<file path="src/rtl/multi_debounce.sv">
// Multi-channel switch debouncer: 2-flop synchroniser, per-channel stability counter, rise/fall strobes.
// Optional push-on/push-off TOGGLE outputs when MULTI_DEBOUNCE_TOGGLE_EN is defined.
module multi_debounce #(
  parameter int unsigned CHANNELS      = 4,
  parameter int unsigned CNT_W         = 16,
  parameter int unsigned STABLE_CYCLES = 50000,
  parameter int unsigned ACTIVE_LOW    = 1
) (
  input  logic                CLKIN,
  input  logic                RESET,
  input  logic [CHANNELS-1:0] SW_IN,
  output logic [CHANNELS-1:0] DB_OUT,
  output logic [CHANNELS-1:0] RISE,
  output logic [CHANNELS-1:0] FALL,
  output logic                ANY_EDGE
`ifdef MULTI_DEBOUNCE_TOGGLE_EN
  ,
  output logic [CHANNELS-1:0] TOGGLE
`endif
);

  generate
    if (CHANNELS < 1 || CHANNELS > 32) begin : g_bad_channels
      $error("multi_debounce: CHANNELS must be in 1..32");
    end
    if (STABLE_CYCLES < 1 ||
        64'(STABLE_CYCLES) > ((64'd1 << CNT_W) - 64'd1)) begin : g_bad_stable
      $error("multi_debounce: STABLE_CYCLES must be in 1..2^CNT_W-1");
    end
  endgenerate

  localparam logic [CNT_W-1:0]    LAST     = CNT_W'(STABLE_CYCLES - 1);
  localparam logic [CHANNELS-1:0] INACTIVE = (ACTIVE_LOW != 0) ? '1 : '0;

  logic [CHANNELS-1:0] s1;
  logic [CHANNELS-1:0] s2;
  logic [CHANNELS-1:0] lvl;
  logic [CNT_W-1:0]    cnt   [CHANNELS];
  logic [CNT_W-1:0]    cnt_n [CHANNELS];
  logic [CHANNELS-1:0] db_n;
  logic [CHANNELS-1:0] rise_n;
  logic [CHANNELS-1:0] fall_n;

  assign lvl = s2 ^ INACTIVE;

  always_comb begin
    db_n   = DB_OUT;
    rise_n = '0;
    fall_n = '0;
    for (int unsigned i = 0; i < CHANNELS; i++) begin
      cnt_n[i] = '0;
      // Counter only runs while the level disagrees; it stops at LAST, so it never wraps.
      if (lvl[i] != DB_OUT[i]) begin
        if (cnt[i] == LAST) begin
          db_n[i]   = lvl[i];
          rise_n[i] = lvl[i];
          fall_n[i] = ~lvl[i];
        end else begin
          cnt_n[i] = cnt[i] + CNT_W'(1);
        end
      end
    end
  end

  always_ff @(posedge CLKIN) begin
    if (RESET) begin
      s1       <= INACTIVE;
      s2       <= INACTIVE;
      cnt      <= '{default: '0};
      DB_OUT   <= '0;
      RISE     <= '0;
      FALL     <= '0;
      ANY_EDGE <= 1'b0;
`ifdef MULTI_DEBOUNCE_TOGGLE_EN
      TOGGLE   <= '0;
`endif
    end else begin
      s1       <= SW_IN;
      s2       <= s1;
      cnt      <= cnt_n;
      DB_OUT   <= db_n;
      RISE     <= rise_n;
      FALL     <= fall_n;
      ANY_EDGE <= |(rise_n | fall_n);
`ifdef MULTI_DEBOUNCE_TOGGLE_EN
      TOGGLE   <= TOGGLE ^ rise_n;
`endif
    end
  end

endmodule

</file>
<file path="config.mk">
export PLATFORM = sky130hd
export DESIGN_NAME = multi_debounce
export DESIGN_NICKNAME = d
export VERILOG_FILES = /design/src/rtl/multi_debounce.sv
export SDC_FILE = /design/constraint.sdc
export NUM_CORES = 1
export LEC_CHECK = 0
export ABC_CLOCK_PERIOD_IN_PS = 2050
export CORE_MARGIN = 2
export CORE_UTILIZATION = 55
export DETAILED_ROUTE_END_ITERATION = 8
export PLACE_DENSITY_LB_ADDON = 0.08
export REMOVE_ABC_BUFFERS = 1
export SYNTH_ARGS = -nofsm -noshare
export SYNTH_HDL_FRONTEND = slang
export SYNTH_SLANG_ARGS = --single-unit
export TNS_END_PERCENT = 100
</file>
<file path="constraint.sdc">
create_clock -name CLKIN -period 2.05 [get_ports CLKIN]
set_clock_uncertainty 0.05 [all_clocks]
set_input_delay 0.41 -clock CLKIN [delete_from_list [all_inputs] [get_ports CLKIN]]
set_output_delay 0.41 -clock CLKIN [all_outputs]
set_load 0.01 [all_outputs]
</file>
Word-level counts from Yosys, hierarchy flattened
Index checks and enable logic that the tools add are counted.
Operators by class
  $add $sub $neg: 4
  mux-type cells: 16
  equality and inequality tests: 8
  bitwise logic cells: 10
  reduce and logical (&&, ||, !) cells: 9
Operator list (count)
  16-bit by 1-bit adder with 16-bit output, second input constant: 4
  16-bit == test, second input constant: 4
  1-bit two-way mux: 16
  3-bit OR reduction: 4
  1-bit inverter: 8
  2-bit AND reduction: 4
  1-bit != test: 4
  4-bit inverter: 1
  4-bit OR: 1
  4-bit OR reduction: 1
Storage, ports and cells
  input bits: 6
  output and inout port bits: 13
  logic and storage cells: 60
  register bits after elaboration: 85

Longest topological paths before layout
  depth after elaboration: 6
  depth in mapped cells: 7
  gate-level depth less buffers: 5

Worst setup path before layout
No wires, ideal clock.
  path type: flip-flop to flip-flop
  from: reg cnt[0] in the netlist's numbering
  to: reg cnt[1] in the netlist's numbering
  clock period less this slack: 1870 ps
  path slack: 180 ps
  path buffers: 0
  cell stages (with the launch flop): 6
  arrival: 1704 ps
  setup time: 115 ps
  data required time: 1885 ps
  cell sequence: dfxtp_1 -> ha_1 -> nand3_1 -> or4_4 -> or2_1 -> and3_1
Between the ends
  cells in the longest elaborated chain, start to end: 2
Ends and longest elaborated chain
  start: declaration: RTL line 38  | logic [CNT_W-1:0] cnt [CHANNELS];
  start signal: assignment: RTL line 80  | cnt <= cnt_n;
  parallel branches: the longest is 2 deep, another holds 16-bit by 1-bit adder with 16-bit output
Parallel ways; which one is timed is not known.
A chain may end at the register's enable or synchronous reset.

Final worst setup path
  from: reg cnt[11] in the netlist's numbering
  to: reg cnt[1] in the netlist's numbering
Between the ends
  cells in the longest elaborated chain, start to end: 2
Ends and longest elaborated chain
  16-bit == test: RTL line 54  | if (cnt[i] == LAST) begin
  3-bit OR reduction (no source line)
No other way between the ends.

==> results by stage <==
Status:
- The flow ran to the end, and the final reports show no timing, DRC or antenna violations.

STA:
- The worst-margin pin slew is around 0.33 ns.
- Measured against its own limit, the worst slew margin works out to around 80%.
- The hold violation count in the final report is 0.
- The count of endpoints failing setup in the final report is 0.
- Setup repair after global routing left no endpoint under its margin.
- After layout, the minimum clock period comes to 1.89 ns.
- The portion of the clock cycle consumed by the worst path in the final layout is 92.2%.
- For this run, the top clock speed supported by timing is 529 MHz.
- The total negative slack for setup checks is 0 ns.
- The max-slew violation count is 0.

Detailed routing:
- In the final routed layout, each cell accounts on average for 12.5 um.
- The total number of vias is 2631.
- After the first detailed-routing iteration, the DRC count stood at 93.
- The remaining routing DRC violations is 0.
- The routed wire length is between 6 and 7 mm.
- The final antenna-violating net count is 0.
- Dividing the detail-routed via count by the number of cells gives 5.36.
- For this run, the detailed router's first-pass iteration total came to 4.

Synth:
- Sequential cells were found to cover about half of the synthesized design area.
- The post-synth design cell area is 3490 um2.
- After synthesis, the cell types taking the most area are dfxtp_1, xor2_1, nor2_1.
- In this run the mean area of a mapped cell was roughly 9.2 um2.
- The leading area contributor after synthesis is dfxtp_1.
- The number of warning messages in the yosys log is 0.
- The post-synthesis cell count is about 380.
- Counting distinct cell types in the post-synthesis netlist gives 35.
- The area share of the largest cell type after synthesis is 48.7%.
- The number of synthesized register bits is 85.

Placed design:
- The number of placed instances, taps included, is between 400 and 500.
- The last weighted congestion value of the routability-driven placer is 0.801.
- After legalization and detailed placement, the total HPWL measured 4.21 mm.
- Input and output buffers added on the ports amount to 18.

Die:
- The floorplan step set the die height to approximately 84 um.
- The I/O pin count is 19.
- The die is 83.7 um wide.
- Once the floorplan was initialized, standard cells occupied 56.0% of the core.
- The core area is 6240 um2.
- The die covers 7000 um2.
- The placement row count is 29.

Final layout:
- Cells fill 65.0% of the core in the end.
- In the layout the commonest cells are dfxtp_1, nor2_1, xor2_1, nand3_1, nand2_1.
- The library cell used most frequently in the layout, excluding fill and tap cells, is dfxtp_1.
- The number of inserted diodes is 0.
- In the final design database the tool counted about 420 nets.
- Of the cells placed in the final design, the portion with a size suffix greater than 1 is 12.1%.
- The area taken by multi-input logic gates is 1720 um2.
- The area taken by flip-flops and latches is 1700 um2.
- The layout has 524 filler cells.
- After the flow finishes, the layout carries non-filler instances totaling ~500.
- The synthesis-to-finish area growth is 16.1%.

CTS:
- The number of buffers created by CTS is 9.
- The tree is rooted in a clkbuf_8.
- The worst-case clock buffer depth is 2.
- Counting every sink on the clock net gives 85.
- The clock tree from TritonCTS is done.
- The clock transition at the register clock pins on the worst setup and hold paths after CTS is 0.08 ns.
- CTS built an H-tree with a depth of 3.
- For the worst-skew pair, the clock arrives at the later sink with an insertion delay of 0.35 ns.

Global routing:
- The first-pass GRT wire length is 10.9 mm.
- The via count of the first global-routing pass is 2458.
- The initial antenna violation count is 0.
- Entering global routing, the biggest net connects 16 pins.
- Global routing used between 10% and 20% of the available tracks across all layers.
- The overflow left after global routing is 0.

Pwr:
- In this run, the clock network consumes around 43% of the power.
- The portion of total power attributed to sequential cells is 55.0%.
- The static leakage is 1.35 nW.
- Dividing total power by cell area gives a power density of 747 nW/um2.
- The switching power as a share of total power is 19.6%.
- In this run, the combinational gates consume 1.6% of the power.
- The analysis attributes to net switching a power of 0.594 mW.
- The internal power of the cells totals 2.43 mW.
- The worst voltage drop across the vdd grid is 485 uV.

Critical path:
- The critical path required time is 2.24 ns.
- The data arrival time at the worst-slack endpoint is 2.08 ns.
- The worst setup path is captured at a flop.
- In this run the worst path has a maximum fanout of 5.
- The worst setup path category is flop to flop.
- STA classifies the critical path startpoint as a flop.

Hold path:
- The worst hold path belongs to the class flop to flop.

Job:
- The tool flagged a number of max-cap violations equal to 0.
[final timing paths]
check             startpoint     end  slack, ns  depth (start not counted)
setup reg to reg     cnt[11]  cnt[1]       0.16                          4
hold / removal         s1[3]   s2[3]       0.36                          1
hold reg to reg        s1[3]   s2[3]       0.36                          1
setup / recovery     cnt[11]  cnt[1]       0.16                          4
[flip-flops by register name (all words and copies together), names as in the netlist]
name / cells
ANY_EDGE: 1
cnt: 64
s2: 4
s1: 4
DB_OUT: 4
FALL: 4
RISE: 4
[cells in the mapped netlist, drive strengths merged]
master	n
a21oi	14
and2	2
and3	11
and4	8
and4b	1
buf	1
clkbuf	14
dfxtp	85
ha	4
inv	5
nand2	22
nand2b	2
nand3	25
nand3b	1
nand4	13
nor2	53
nor2b	1
nor3	8
nor4	9
nor4b	2
nor4bb	5
o21ai	8
o21ba	1
o22ai	2
o31ai	4
or2	16
or3	7
or4	7
xnor2	17
xor2	33
[metrics by stage]
stage               hold WS (ns)  power (mW)  cell area [um2]  setup WS, ns
floorplan                  0.339        1.72             3430         0.180
global route               0.389        3.15             4060        0.0448
finish                     0.361        3.03             4060         0.159
detailed placement         0.342        1.75             3830         0.101
CTS                        0.360        3.06             4050         0.154
global placement           0.344        1.75             3830         0.131
[power groups by stage]
stage / registers, mW / logic, mW / clock network, mW
6_report: 1.67 / 0.0485 / 1.31
4_1_cts: 1.67 / 0.0489 / 1.34
3_3_place_gp: 1.70 / 0.0485 / 0
2_1_floorplan: 1.70 / 0.0190 / 0
5_1_grt: 1.67 / 0.0547 / 1.42
3_5_place_dp: 1.70 / 0.0487 / 0
[timing repair]
action                                  CTS  global route
endpoints found under the setup margin    0             6
hold buffers                              0             0
gates resized for setup                   0             1
buffers inserted                          0             0
[cell type report]
cell class / count / area share [%]
inverter: 5 / 0.463
multi-input combinational: 276 / 42.3
tap: 77 / 2.38
timing repair buffer: 32 / 7.34
clock inverter: 4 / 1.73
sequential: 85 / 42.0
clock buffer: 12 / 3.83
[kinds of logic (layout without fill, tap and decap cells)]
kind of cell,Yosys count,after routing,share of synthesized area [%]
buffers and inverters,20,53,2.26
adder cells (fa/ha/maj),4,4,1.43
AND/OR/NAND/NOR,193,193,30.1
AO/OA/AOI/OAI,29,29,4.98
flip-flops,85,85,48.7
XOR/XNOR,50,50,12.5
[worst max-delay path: stages, from the launching register on]
cell	delay, ns
dfxtp_1	0.33
or4_1	0.51
or4_4	0.46
or2_1	0.27
and3_1	0.17
[metal layers]
metal / track usage, % / routed length, um
met5: 0 / 0
met4: 9.24 / 102
met3: 3.66 / 134
met2: 28.9 / 2750
met1: 26.0 / 3180
(Power assumes the default switching activity.)
